==> src/rtl/hdlbc_pkg.sv <==
// Shared HDLBC definitions: block width, engine FSM states and the
// forward / inverse 64-bit P-layer wiring. Bit 0 of a block is the MSB.
package hdlbc_pkg;

  localparam int BLOCK_W = 64;

  typedef logic [0:BLOCK_W-1] block_t;

  typedef enum logic [1:0] {
    IDLE = 2'd0,
    BUSY = 2'd1,
    DONE = 2'd2
  } state_e;

  // Forward P: row r = o/8, column c = o%8,
  // res[8r+c] = st[8(7-c)+s(r)], s(r) = 2r+1 (r<4) or 2(r-4) (r>=4).
  function automatic block_t pbox_fwd(input block_t st);
    block_t res;
    int     r;
    int     c;
    int     s;
    res = '0;
    for (int o = 0; o < BLOCK_W; o++) begin
      r = o / 8;
      c = o % 8;
      s = (r < 4) ? (2 * r + 1) : (2 * (r - 4));
      res[o] = st[8 * (7 - c) + s];
    end
    return res;
  endfunction

  // Inverse P: row a = i/8, column b = i%8,
  // x[8a+b] = y[8q(b)+(7-a)], q(b) = (b-1)/2 (odd b) or b/2+4 (even b).
  function automatic block_t pbox_inv(input block_t y);
    block_t x;
    int     a;
    int     b;
    int     q;
    x = '0;
    for (int i = 0; i < BLOCK_W; i++) begin
      a = i / 8;
      b = i % 8;
      q = (b % 2 == 1) ? ((b - 1) / 2) : (b / 2 + 4);
      x[i] = y[8 * q + (7 - a)];
    end
    return x;
  endfunction

endpackage

==> src/rtl/hdlbc_pbox_inv.sv <==
// Purely combinational inverse HDLBC P-layer, used by the decryption path.
module hdlbc_pbox_inv
  import hdlbc_pkg::*;
(
  input  logic [0:BLOCK_W-1] i_data,
  output logic [0:BLOCK_W-1] o_data
);

  assign o_data = pbox_inv(i_data);

endmodule

==> src/rtl/hdlbc_pbox_iter.sv <==
// Iterated HDLBC P-layer engine: applies forward or inverse P k times,
// one application per clock, behind valid/ready handshakes on both sides.
module hdlbc_pbox_iter
  import hdlbc_pkg::*;
#(
  parameter int ROUNDS_W = 4
) (
  input  logic                clk,
  input  logic                rst_n,
  input  logic                in_valid,
  output logic                in_ready,
  input  logic [0:BLOCK_W-1]  in_data,
  input  logic [ROUNDS_W-1:0] in_rounds,
  input  logic                in_dir,
  output logic                out_valid,
  input  logic                out_ready,
  output logic [0:BLOCK_W-1]  out_data,
  output logic                busy
);

  localparam logic [ROUNDS_W-1:0] CNT_ONE = ROUNDS_W'(1);

  state_e              r_fsm;
  state_e              w_fsm_nxt;
  block_t              r_state;
  logic [ROUNDS_W-1:0] r_cnt;
  logic                r_dir;
  block_t              w_fwd;
  block_t              w_inv;
  block_t              w_perm;

  // Both directions are computed from the state register; r_dir selects one.
  assign w_fwd = pbox_fwd(r_state);

  hdlbc_pbox_inv u_pbox_inv (
    .i_data (r_state),
    .o_data (w_inv)
  );

  assign w_perm = r_dir ? w_inv : w_fwd;

  // FSM state register with synchronous active-low reset.
  // NOTE: sequential state uses non-blocking assignments so every register
  // samples the pre-edge values of the others.
  always_ff @(posedge clk) begin
    if (!rst_n) begin
      r_fsm <= IDLE;
    end else begin
      r_fsm <= w_fsm_nxt;
    end
  end

  // Next-state logic: accept in IDLE, count down in BUSY, wait for out_ready in DONE.
  // NOTE: the default assignment first guarantees no latch on any path.
  always_comb begin
    w_fsm_nxt = r_fsm;
    case (r_fsm)
      IDLE: begin
        if (in_valid) begin
          w_fsm_nxt = (in_rounds == '0) ? DONE : BUSY;
        end
      end
      BUSY: begin
        if (r_cnt == CNT_ONE) begin
          w_fsm_nxt = DONE;
        end
      end
      DONE: begin
        if (out_ready) begin
          w_fsm_nxt = IDLE;
        end
      end
      default: w_fsm_nxt = IDLE;
    endcase
  end

  // Datapath: load on acceptance, permute and decrement while BUSY, hold otherwise.
  // NOTE: the block register is reset too, because out_data must read zero
  // after reset rather than whatever the previous operation left behind.
  always_ff @(posedge clk) begin
    if (!rst_n) begin
      r_state <= '0;
      r_cnt   <= '0;
      r_dir   <= 1'b0;
    end else begin
      case (r_fsm)
        IDLE: begin
          if (in_valid) begin
            r_state <= in_data;
            r_cnt   <= in_rounds;
            r_dir   <= in_dir;
          end
        end
        BUSY: begin
          r_state <= w_perm;
          r_cnt   <= r_cnt - CNT_ONE;
        end
        default: ;
      endcase
    end
  end

  // Handshake flags depend only on the FSM state and rst_n.
  assign in_ready  = rst_n && (r_fsm == IDLE);
  assign busy      = (r_fsm == BUSY) || (r_fsm == DONE);
  assign out_valid = (r_fsm == DONE);
  assign out_data  = r_state;

endmodule

==> config.mk <==
export PLATFORM = sky130hd
export DESIGN_NAME = hdlbc_pbox_iter
export DESIGN_NICKNAME = d
export VERILOG_FILES = /design/src/rtl/hdlbc_pkg.sv /design/src/rtl/hdlbc_pbox_inv.sv /design/src/rtl/hdlbc_pbox_iter.sv
export SDC_FILE = /design/constraint.sdc
export NUM_CORES = 1
export LEC_CHECK = 0
export CAP_MARGIN = 20
export CORE_MARGIN = 4
export CORE_UTILIZATION = 46
export CTS_CLUSTER_SIZE = 14
export DETAILED_ROUTE_END_ITERATION = 7
export PLACE_DENSITY = 0.81
export SLEW_MARGIN = 25
export SYNTH_ARGS = -nofsm -noshare
export SYNTH_HDL_FRONTEND = slang
export SYNTH_HIERARCHICAL = 1
export SYNTH_SLANG_ARGS = --single-unit
==> constraint.sdc <==
create_clock -name clk -period 2.5 [get_ports clk]
set_input_delay 0.375 -clock clk [delete_from_list [all_inputs] [get_ports clk]]
set_output_delay 0.375 -clock clk [all_outputs]
set_load 0.005 [all_outputs]
; ---- After elaboration in Yosys (flattened, before gate mapping)
; Index checks and enable logic that the tools add are counted.
[totals]
regBits = 71
inputBits = 73
wordCells = 32
[op_classes]
addsub = 1
n_eq_ne = 6
n_mux = 10
bitwise_logic = 1
reduce_logical = 9
[ops]
columns = cell, count
row1 = $mux 64, 2
row2 = $pmux 64 s2, 1
row3 = $mux 2, 4
row4 = $pmux 4 s2, 1
row5 = $pmux 2 s3, 1
row6 = $reduce_and 3->1, 2
row7 = $eq 4x1->1 const B, 1
row8 = $logic_not 4->1, 1
row9 = $mux 4, 1
row10 = $ne 2x2->1 const B, 2
row11 = $reduce_and 2->1, 2
row12 = $sub 4x1->4 const B, 1
row13 = $eq 2x1->1 const B, 1
row14 = $eq 2x2->1 const B, 1
row15 = $logic_not 2->1, 1
row16 = $ne 2x1->1 const B, 1
row17 = $reduce_bool 2->1, 1
row18 = $logic_and 1x1->1, 1
row19 = $logic_or 1x1->1, 1
row20 = $not 1->1, 1

; ---- Depth between registers and ports, before layout
; Gate-level depths: netlist of run 1.
[logic_depth]
ltp_word = 4
mapped_depth = 8
depth_no_buf = 5

; ---- Hierarchy
; Netlist of run 1, hierarchy kept.
[by_module_without_submodules]
columns = mod, n_inst, cells_each, area_per_inst_um2
row1 = hdlbc_pbox_iter, 1, 413, 3683.5
row2 = hdlbc_pbox_inv, 1, 64, 480.5

; ---- Worst setup path before layout of run 1
; No wires, ideal clock.
[synth_timing]
path_type = register to register
start = register r_fsm[0]
end = register r_state[63] (netlist: out_data[0])
setup_time_ns = 0.059
t_arrival_ns = 1.667
slack_ns = 0.774
stages_incl_launch_ff = 8
synth_period_minus_slack_ns = 1.726
path_cell_list = dfxtp_1 inv_1 ha_1 mux2i_2 and2_1 buf_2 buf_2 a22o_1
[synth_between]
elab_chain_cells = 3
elab_cells_between_ends = 6
[synth_lines]
columns = item, line_no
row1 = start: declaration, hdlbc_pbox_iter.sv:23  ; state_e r_fsm;
row2 = start signal: assignment, hdlbc_pbox_iter.sv:49  ; r_fsm <= w_fsm_nxt;
row3 = $eq 2x1->1 or $logic_not 2->1 (tied branches), hdlbc_pbox_iter.sv:86  ; case (r_fsm)
row4 = $reduce_bool 2->1 (no line) or $ne 2x2->1 (tied branches), -
row5 = $reduce_and 2->1 (no line), -
row6 = end signal: assignment, hdlbc_pbox_iter.sv:89  ; r_state <= in_data;
row7 = end signal: assignment, hdlbc_pbox_iter.sv:95  ; r_state <= w_perm;
row8 = end: declaration, hdlbc_pbox_iter.sv:25  ; block_t r_state;
; Parallel ways exist; a longest one is shown, timed or not.
; A chain may end at the register's enable or synchronous reset.

; ---- Worst setup path in the final report of run 1
[layout_timing]
start = register r_fsm[1]
end = output port in_ready
[layout_between]
elab_chain_cells = 2
[layout_lines]
columns = item, line_no
row1 = $logic_not 2->1, hdlbc_pbox_iter.sv:104  ; assign in_ready = rst_n && (r_fsm == IDLE);
row2 = $logic_and 1x1->1, hdlbc_pbox_iter.sv:104
row3 = end: declaration, hdlbc_pbox_iter.sv:11  ; output logic in_ready,
; No other way between the ends.

==> results by stage, run 1 <==
STA:
- Setup violations remaining at the end of the flow were counted as 0.
- The worst pin sits at a relative slew slack of between 50% and 60%.
- The sum of negative setup slack is 0 ns.
- The worst path uses 85.92% of the clock period.
- Across all hold checks on the routed design, the worst slack comes to between 0.4 and 0.5 ns.
- The clock arrives with ~0.0074 ns of skew.
- The achievable clock frequency is around 0.47 GHz.
- The max-slew violation count was 0.
- At the pin with the least slew margin, the transition time is approximately 0.68 ns.
- For the finished layout, the period the worst path requires is 2.148 ns.
- The final number of hold-violating endpoints is 0.
- Setup repair after global routing left no endpoint under its margin.
- After layout, the worst setup slack is ~0.35 ns.

GRT:
- The number of global-route vias before repair is 3266.
- The remaining global-route overflow is 0.
- In the global route stage, overall resource usage came out at about 18%.
- The number of antenna violations at the first check in global routing is 0.
- Entering global routing, the biggest net connects between 100 and 150 pins.
- The wire length of the first global-routing pass is between 15 and 20 mm.

Yosys:
- After synthesis, the netlist uses 33 different library cells.
- The average cell area after synthesis is just under 9 um^2.
- In this run, synthesis produced a sequential element count of between 70 and 80.
- The post-synth net total is roughly 560.
- The number of synthesized flops with an enable pin is 0.
- Of the synthesized area, sequential elements account for between 30% and 40%.
- The synthesized netlist occupies a cell area of 0.004164 mm^2.
- In the synthesized netlist the async set-or-reset flop fraction comes to 0%.
- For this run, the leading register cell type out of synthesis is dfxtp_1.
- Synthesis produced between 400 and 500 cells.
- The count of synthesis-stage warnings from yosys is 6.

Detailed routing:
- The final routed wirelength across all metal layers is ~10 mm.
- The post-detailed-route wirelength per cell is roughly 16 um.
- The wire length on met3 is 591 um.
- For this run, design rule violations remaining after detail routing come to 0.
- The met1 wire length is 4.420 mm.
- The initial DRC count is roughly 140.
- The via count of the routed design is ~3500.
- The number of vias per cell after detailed routing is about 5.5.
- The first TritonRoute pass finished after 5 iterations.
- The detailed route wirelength on metal2 is between 5 and 6 mm.
- The highest layer touched by signal routing is met4.
- Once detail routing completed, the nets flagged for antenna violations numbered 0.

Power:
- The clock network is responsible for between 10% and 20% of the overall power.
- The highest ir drop seen on vdd is 0.4699 mV.
- The total internal power is a little over 4000 uW.
- The power share of the combinational group is 46.9%.
- Dividing total power by cell area gives a power density of between 1000 and 1500 mW/mm^2.
- The standby leakage power is approximately 0.002 uW.
- The fraction of power spent switching nets is a little over a third.
- Of the total power, registers draw 33.9%.
- The switching power is between 2000 and 2500 uW.

Worst setup path:
- The worst setup path is launched from a flop.
- The type of the worst setup path is reg2out.
- The critical path capture point type is an output port.
- In this run the worst path has a maximum fanout of 7.
- STA puts the critical path data arrival time at 1.77 ns.
- STA puts the critical path data required time at around 2.1 ns.
- The number of cell instances on the worst register-to-register path is 5.

Placement:
- Once placement finished, the instance area stood at around 0.0052 mm^2.
- The count of buffers inserted at the top-level ports is ~140.
- OpenSTA, run right after detailed placement, puts the worst setup slack at ~0.43 ns.
- The congestion estimate from routability-driven global placement came to a little over 0.8.
- The half-perimeter wire length of the detailed placement result is approximately 7 mm.

Worst hold path:
- The instance count along the most critical hold path is 2.
- The type of the most critical hold path is reg2reg.

Flow run:
- Across the run, the number of max-cap violations was 0.

Clocking:
- The number of buffers on the longest clock path is 2.
- The post-CTS setup buffer count is 0.
- In this run the clock root is driven by a clkbuf_8.
- The level count of the clock H-tree is 3.
- Buffers inserted to repair hold after CTS numbered 0.
- The insertion delay to the later sink of the worst-skew pair is around 0.33 ns.
- The clock slew at the register clock pins of the worst setup and hold paths is around 0.080 ns.
- Counting every sink on the clock net gives 71.
- The number of gates resized after CTS is 0.
- Clock tree synthesis inserted a total of 9 buffers.
- TritonCTS built the clock tree.

Final layout:
- The share of the core filled with cells is 61.95%.
- The top cell types in the final layout, fill and taps aside, are clkdlybuf4s50_1 (139), dfxtp_1 (70), a21oi_1 (66).
- Compared with the post-synthesis result, the final layout area differs by 30.38%.
- The count of antenna diodes in the layout is 0.
- Cells with a size suffix above 1 make up ~5.6% of the layout.
- The most common cell after layout, fill and taps aside is clkdlybuf4s50_1.
- After routing the design area is around 0.0054 mm^2.
- Counting the fill cells in the layout gives 760.
- The number of nets in the finished design is around 610.

Floorplanning:
- The full die area is 0.01064 mm^2.
- The site row count is 34.
- Pin placement for this block handled 140 I/O pins.
- The horizontal extent of the die is between 100 and 150 um.
- The region available for standard cell placement spans just under 0.009 mm^2.
- The initial utilization of the core area, before any placement, comes to roughly 48%.
- The height of the die is 103.1 um.

Outcome:
- The run finished with clean final reports.
## cells by family (layout without fill, tap and decap cells)
group                      Yosys count  after routing  synth area share, %
muxes                               64             64                15.50
DFF                                 71             71                34.13
AOI/OAI and AO/OA                  140            140                23.41
adders and majority gates            5              5                1.502
buffers and inverters              106            168                15.84
and+or+nand+nor                     91             91                9.615
## registers in the layout, summed over array words and instances, names as in the netlist
register / flops
out_data: 64
r_cnt: 4
r_dir: 1
r_fsm: 2
## synthesized netlist by cell type, types with 2 or more instances
library cell	count	area share, %
inv_1	6	0.54
nor2b_1	7	1.1
clkbuf_1	18	1.6
buf_2	17	2.0
buf_4	64	12
o21ai_0	2	0.24
o2111a_1	2	0.54
or3_1	5	0.75
nor2_1	64	5.8
a22o_1	62	13
ha_1	5	1.5
nand2_1	4	0.36
mux2i_1	62	15
nand2b_1	3	0.45
a211oi_1	2	0.36
a21oi_1	66	7.9
dfxtp_1	71	34
and2_1	2	0.30
## per-layer routing
metal  track usage [%]  vias to the layer above
met1             23.74                     1680
met2             30.29                      104
met4             5.080                        0
met5                 0                        -
li1                  -                     1758
met3             3.721                        5
## per-stage QoR
step / total power (uW) / cells
global route: 6673 / 647
CTS: 6302 / 647
finish: 6249 / 647
floorplan: 4193 / 477
global placement: 4979 / 631
detailed placement: 5085 / 631
## area by class of cell
| cell class | instances | area (um^2) | area share, % |
|---|---|---|---|
| Sequential cell | 71 | 1425 | 26.25 |
| Clock inverter | 4 | 97.59 | 1.798 |
| Multi-Input combinational cell | 300 | 2103 | 38.74 |
| Inverter | 6 | 22.52 | 0.4148 |
| Timing Repair Buffer | 146 | 1469 | 27.06 |
| Tap cell | 108 | 135.1 | 2.489 |
| Clock buffer | 12 | 176.4 | 3.250 |
## power by group through the flow
stage / Clock [uW] / Combinational (uW) / Sequential [uW]
floorplan: 0 / 2170 / 2030
global placement: 0 / 2870 / 2110
detailed placement: 0 / 2950 / 2130
CTS: 1220 / 2960 / 2120
global route: 1280 / 3200 / 2190
finish: 1200 / 2930 / 2120
## worst paths after layout
| kind | startpoint | end | slack, ns |
|---|---|---|---|
| hold reg to reg | r_cnt[3] | r_cnt[3] | 0.49 |
| setup reg to reg | r_fsm[1] | out_data[49] | 0.51 |
| hold / removal | r_cnt[3] | r_cnt[3] | 0.49 |
| setup / recovery | r_fsm[1] | in_ready | 0.35 |
## critical path: stages (launching register included)
cell and delay [ns]:
dfxtp_1 0.33, inv_1 0.11, ha_1 0.31, and2_1 0.19
clkdlybuf4s50_1 0.51
Power figures use the tool's default switching activity.
==> run 2: changes to the inputs <==
--- a/config.mk
+++ b/config.mk
@@ -5,12 +5,12 @@
 export SDC_FILE = /design/constraint.sdc
 export NUM_CORES = 1
 export LEC_CHECK = 0
-export CAP_MARGIN = 20
+export CAP_MARGIN = 5
 export CORE_MARGIN = 4
-export CORE_UTILIZATION = 46
+export CORE_UTILIZATION = 42
 export CTS_CLUSTER_SIZE = 14
 export DETAILED_ROUTE_END_ITERATION = 7
-export PLACE_DENSITY = 0.81
+export PLACE_DENSITY = 0.78
 export SLEW_MARGIN = 25
 export SYNTH_ARGS = -nofsm -noshare
 export SYNTH_HDL_FRONTEND = slang
==> constraint.sdc (replaced) <==
create_clock -name clk -period 1.85 [get_ports clk]
set_input_delay 0.2775 -clock clk [delete_from_list [all_inputs] [get_ports clk]]
set_output_delay 0.2775 -clock clk [all_outputs]
set_load 0.005 [all_outputs]
==> run 2 against run 1 <==
Clock power shrank 6%. Non-clock buffer count grew 5. Die area grew 8.8%. Largest cell class unchanged. Sequential share of layout area shrank 0.23 points. Critical path depth grew 1. Final cell count grew 4.6%. First-iteration DRC count shrank 23%. Count of clock-buffer cells in the layout shrank 2. Critical path type is now reg2reg. Global-route usage shrank 1.1 points.
==> results by stage, run 2 (same netlist as run 1, synthesis figures left out) <==
GRT:
- The number of antenna violations at the first check in global routing is 0.
- The first global-routing pass estimated about 16 mm of wire.
- The remaining global-route overflow is 0.
- The pin count of the biggest net entering global routing is slightly above 100.
- For this run, the total global-route usage over all layers was measured as between 10% and 20%.
- The number of global-route vias before repair is 3349.

STA:
- The relative slew slack is between 60% and 70%.
- At the pin with the least slew margin, the transition time is about 0.47 ns.
- The part of the cycle the worst path needs is 94.06%.
- Setup repair after global routing left no endpoint under its margin.
- The max-slew violation count is 0.
- For the finished layout, the period the worst path requires is roughly 1.7 ns.
- Across the routed clock network, the largest skew measured is just over 0.009 ns.
- Adding up every negative setup slack in the final design gives 0 ns.
- Setup violations remaining at the end of the flow were counted as 0.
- Static timing analysis puts the maximum clock frequency at between 0.5 and 0.6 GHz.
- The final number of hold-violating endpoints is 0.

Detailed routing:
- Using the TritonRoute via totals, the vias-per-cell ratio works out to 5.185.
- The post-detailed-route wirelength per cell is about 15 um.
- The via count of the routed design is roughly 3500.
- The initial DRC count is 110.
- The post-route antenna net violation count is 0.
- The number of DRC violations after detailed routing is 0.
- The number of search-and-repair iterations in the first detailed-routing pass is 4.
- After detailed routing, the total wire length is roughly 10 mm.

Final layout:
- For this run, the number of standard cells in the final layout without fillers is a little under 700.
- The number of flip-flops under the largest register name is 64.
- The layout overhead on the synthesized area is 32.00%.
- The number of nets in the finished design is 617.
- In the layout the commonest cells are clkdlybuf4s50_1 (137), dfxtp_1 (68), a21oi_1 (66).
- 0 antenna diodes ended up in the layout.
- In the final layout, the share of cells above drive strength 1 is 7.537%.
- The most common cell after layout, fill and taps aside is clkdlybuf4s50_1.

Power:
- The standby leakage power is 0.002055 uW.
- VDD sags by at most ~0.82 mV.
- The total power density per cell area is 1473 mW/mm^2.
- Of the total power, combinational logic draws ~51%.
- The total internal power is approximately 5000 uW.
- The design draws just over 8000 uW.
- Sequential cells burn 35.3% of the power.
- Per report_power, the clock group accounts for between 10 and 15% of the total.
- Net switching is between 30% and 40% of the power.
- The switching power is 3018 uW.

Worst setup path:
- At the worst endpoint, the required time is approximately 2.1 ns.
- The worst setup path is launched from a flop.
- The worst setup path is of the reg2reg kind.
- STA classifies the critical path endpoint as a flop.
- Data on the critical path arrives at its endpoint at 1.97 ns.
- The largest fanout on the critical path is 3.

Worst hold path:
- The type of the most critical hold path is reg2reg.

Floorplanning:
- The die is approximately 110 um tall.
- The floorplan core area is ~0.0097 mm^2.
- The initial standard-cell utilization of the core is between 40% and 50%.
- 140 I/O pins were placed.
- The site row count is 36.
- The full die area is about 0.012 mm^2.
- In this run the horizontal extent of the chip is approximately 110 um.

Placement:
- The congestion estimate from routability-driven global placement came to ~0.82.
- The count of buffers inserted at the top-level ports is 139.
- The HPWL after detailed placement is ~7.1 mm.
- After detailed placement, the design holds a cell count of between 600 and 700.

Clocking:
- The number of clock sinks is 71.
- The number of buffers added by the clock tree synthesis step is 9.
- The longest clock path from root to sink contains 2 buffers.
- The H-tree was split into 3 levels.
- The TritonCTS clock tree is built.
- The insertion delay to the later sink of the worst-skew pair is about 0.34 ns.
- The clock slew at the register clock pins of the worst setup and hold paths is roughly 0.080 ns.
- The CTS root buffer is clkbuf_8.

Flow run:
- The total of max-cap violations is 0.

Outcome:
- The run finished with clean final reports.
## run 2: changes by cell type in the layout (fill, tap and decap cells not counted), sizes merged
cell / delta
dlymetal6s2s: +2
clkbuf: -2
bufinv: -3
inv: +1
clkinv: +4
buf: +5
clkdlybuf4s50: -2
## run 2: stage by stage
step	cell area, um^2	hold WS, ns	utilization, %	setup slack [ns]
final	5497	0.4899	56.49	0.1099
after global routing	5497	0.5256	56.49	0.03105
after CTS	5482	0.4908	56.34	0.01142
after detailed placement	5278	0.4779	54.24	0.04369
after global placement	5278	0.4704	54.24	0.1204
after floorplan	4164	0.4087	-	0.1238
## run 2: what timing repair did
item                       4_1_cts  5_1_grt
hold buffers                     0        0
setup buffers                    1        0
setup endpoints to repair        2        3
pin swaps                        1        0
gates resized for setup          6        5
## run 2: cell type report
| type | instances | area, um^2 |
|---|---|---|
| Fill cell | 889 | 4233 |
| Timing Repair Buffer | 151 | 1574 |
| Inverter | 6 | 25.02 |
| Multi-Input combinational cell | 300 | 2120 |
| Sequential cell | 71 | 1430 |
| Clock inverter | 6 | 43.79 |
| Tap cell | 133 | 166.4 |
| Clock buffer | 10 | 137.6 |
## run 2: metal layers
layer	global-route usage, %	wire length [um]	up-vias
met1	21.16	4360	1626
met2	29.53	4905	102
li1	-	-	1769
met5	0	0	-
met3	3.959	626	13
met4	4.509	122	0
## run 2: path summary, 6_finish.rpt
check	end	slack (ns)	cells past startpoint	start
hold reg to reg	r_cnt[3]	0.49	2	r_cnt[3]
hold / removal	r_cnt[3]	0.49	2	r_cnt[3]
setup / recovery	r_fsm[0]	0.11	5	r_cnt[1]
setup reg to reg	r_fsm[0]	0.11	5	r_cnt[1]
## run 2: critical path, cell delays in order, from the launching register on
cell and delay (ns):
dfxtp_1 0.31, inv_1 0.09, ha_1 0.14, or3b_2 0.45
a211oi_2 0.28, mux2_2 0.36
## run 2: power groups by stage
| stage | sequential [uW] | combinational (uW) | clock (uW) |
|---|---|---|---|
| final | 2860 | 4110 | 1130 |
| after global routing | 2970 | 4510 | 1240 |
| after CTS | 2850 | 4150 | 1170 |
| after detailed placement | 2860 | 4100 | 0 |
| after global placement | 2850 | 3990 | 0 |
| after floorplan | 2740 | 2930 | 0 |
==> run 3: changes to the inputs <==
--- a/config.mk
+++ b/config.mk
@@ -10,7 +10,7 @@
 export CORE_UTILIZATION = 42
 export CTS_CLUSTER_SIZE = 14
 export DETAILED_ROUTE_END_ITERATION = 7
-export PLACE_DENSITY = 0.78
+export PLACE_DENSITY_LB_ADDON = 0.08
 export SLEW_MARGIN = 25
 export SYNTH_ARGS = -nofsm -noshare
 export SYNTH_HDL_FRONTEND = slang
==> run 3 against run 2 <==
Wire length rose by 0.94%. Maximum frequency fell by 2.0%. Global-route usage rose by 0.16 points. Clock skew barely moved. Critical endpoint is now busy. Highest routed layer unchanged.
==> results by stage, run 3 (same netlist as run 1, synthesis figures left out) <==
Clocking:
- The number of buffers on the longest clock path is 2.
- For the worst-skew pair, the clock arrives at the later sink with an insertion delay of approximately 0.34 ns.
- The clock net in this run drives a total of between 70 and 80 sinks.
- The number of buffers added by the clock tree synthesis step is 9.
- Clock-pin slew was measured on the worst setup and hold paths at 0.08 ns.
- TritonCTS built the clock tree.
- The CTS root buffer is clkbuf_8.
- The H-tree was split into 3 levels.

Final layout:
- The filler cells instantiated in the layout total about 920.
- The fraction of layout cells with a size suffix above 1 is under 10%.
- Leaving out fill and tap cells, the most frequent cells in the layout are clkdlybuf4s50_1 (138), dfxtp_1 (68), a21oi_1 (66).
- The number of nets in the finished design is 619.
- Leaving out fill and tap cells, the most frequent cell in the layout is clkdlybuf4s50_1.
- The count of antenna diodes in the layout is 0.
- The layout overhead on the synthesized area is 32.66%.
- The finished layout holds 679 standard cells, fillers aside.
- The register with the most flip-flops in the layout has 64 of them.

GRT:
- The number of global-route vias before repair is ~3300.
- The global-route usage over all layers is 17.20%.
- The pin count of the biggest net entering global routing is 85.
- The wire length of the first global-routing pass is approximately 16 mm.
- The remaining global-route overflow is 0.
- The number of antenna violations at the first check in global routing came to 0.

Flow run:
- The total of max-cap violations is 0.

Floorplanning:
- For this design the top-level I/O count stands at 140.
- The full die area is around 0.012 mm^2.
- The site row count is 36.
- The height of the die is between 100 and 150 um.
- The horizontal extent of the die is roughly 110 um.
- The floorplan core area is slightly below 0.01 mm^2.
- The initial utilization of the core area, before any placement, comes to 42.80%.

Placement:
- The number of placed instances, taps included is ~660.
- The count of buffers inserted at the top-level ports is around 140.
- The half-perimeter wire length of the detailed placement result is between 7 and 8 mm.
- The global placement routability congestion is a little under 0.8.

Outcome:
- The flow ran to the end, and the final reports show no timing, DRC or antenna violations.

Power:
- The analysis attributes to cell leakage a power of between 0.002 and 0.0025 uW.
- The highest ir drop seen on vdd is around 0.63 mV.
- After layout, the design draws a total of just over 8000 uW.
- The total power density per cell area is approximately 1500 mW/mm^2.

Worst setup path:
- The startpoint of the most critical register-to-register path is r_cnt[1].
- The startpoint class of the critical path is a flop.
- The delay of the slowest critical-path stage is 0.49 ns.
- For the worst setup path, the data arrival time is about 1.5 ns.
- Walking the worst path, the cells encountered are inv_2, ha_4, clkdlybuf4s50_1.
- The type of the worst setup path is reg2out.
- The cell family contributing the most delay on the critical path is buffers and inverters.
- The largest fanout on the critical path is 3.
- The count of buffer and inverter cells on the critical path is 2.
- The worst-path cell with the longest stage delay is clkdlybuf4s50_1.
- The critical path capture point type is an output port.
- In this run the worst setup path begins at r_fsm[1].
- STA puts the critical path data required time at between 1.5 and 2 ns.

STA:
- The final number of hold-violating endpoints was 0.
- At the pin with the least slew margin, the transition time is 0.4448 ns.
- The shortest period the worst path allows is 1.775 ns.
- The max-slew violation count is 0.
- The count of final setup violators is 0.
- The relative slew slack is a little over two thirds.
- The part of the cycle the worst path needs is a little over nine tenths.
- Derived from the worst setup path, the maximum achievable clock frequency is approximately 0.56 GHz.
- The clock arrives with 0.009487 ns of skew.

Detailed routing:
- The pre-antenna-repair detailed-routing pass consisted of 4 iterations.
- In the routed layout, each cell is associated on average with a via count of about 5.2.
- The final routed wirelength across all metal layers is around 10 mm.
- Dividing the detail-routed wire length by the instance count gives between 10 and 15 um.
- The post-route antenna net violation count is 0.
- The via count of the routed design is 3515.
- The number of DRC violations after detailed routing is 0.
- The initial DRC count is roughly 110.

Worst hold path:
- The type of the most critical hold path is reg2reg.
- The startpoint identified for the worst hold timing path is r_cnt[3].
==> run 3: per-stage QoR <==
step	util [%]	TNS [ns]	setup slack (ns)	cell area, um^2	hold slack (ns)
2_1_floorplan	-	0	0.1238	4164	0.4087
6_report	56.78	0	0.07526	5524	0.4905
3_5_place_dp	54.19	0	0.04722	5273	0.4809
3_3_place_gp	54.19	0	0.09063	5273	0.4671
5_1_grt	56.78	-0.01881	-0.01881	5524	0.4999
4_1_cts	56.53	0	0.02703	5500	0.4862
==> run 3: timing repair <==
action / CTS / global route
gates cloned: 0 / 0
hold buffers: 0 / 0
pin swaps: 1 / 0
endpoints found under the setup margin: 2 / 15
gates resized for setup: 7 / 3
setup buffers: 1 / 1
==> run 3: final timing paths <==
path,endpoint,slack (ns),cells after the start
worst min register to register,r_cnt[3],0.49,2
worst max-delay path,busy,0.08,3
worst max register to register,r_fsm[0],0.13,5
worst min-delay path,r_cnt[3],0.49,2
==> run 3: layout make-up <==
class	instances	area (um^2)	area share, %
multi-input cells	300	2128	38.53
repair buffers	153	1570	28.43
flip-flops and latches	71	1430	25.89
well taps	133	166.4	3.012
clock buffers	10	137.6	2.492
clock inverters	6	68.82	1.246
inverters	6	22.52	0.4077
==> run 3: power by group <==
part / switching (uW) / internal, uW / total [uW]
clock: 622 / 664 / 1290
sequential: 686 / 2170 / 2850
combinational: 1720 / 2390 / 4110
==> run 3: layer usage <==
layer | GRT usage (%) | up-vias | routed length [um]
met5 | 0 | - | 0
met3 | 5.519 | 10 | 662
met1 | 21.76 | 1654 | 4514
met2 | 28.29 | 89 | 4833
li1 | - | 1762 | -
met4 | 4.418 | 0 | 99
==> run 3: tightest hold or removal path, cell delays in order, from the launching register on <==
cell,delay (ns)
dfxtp_1,0.32
nand2_1,0.06
o2bb2ai_1,0.06
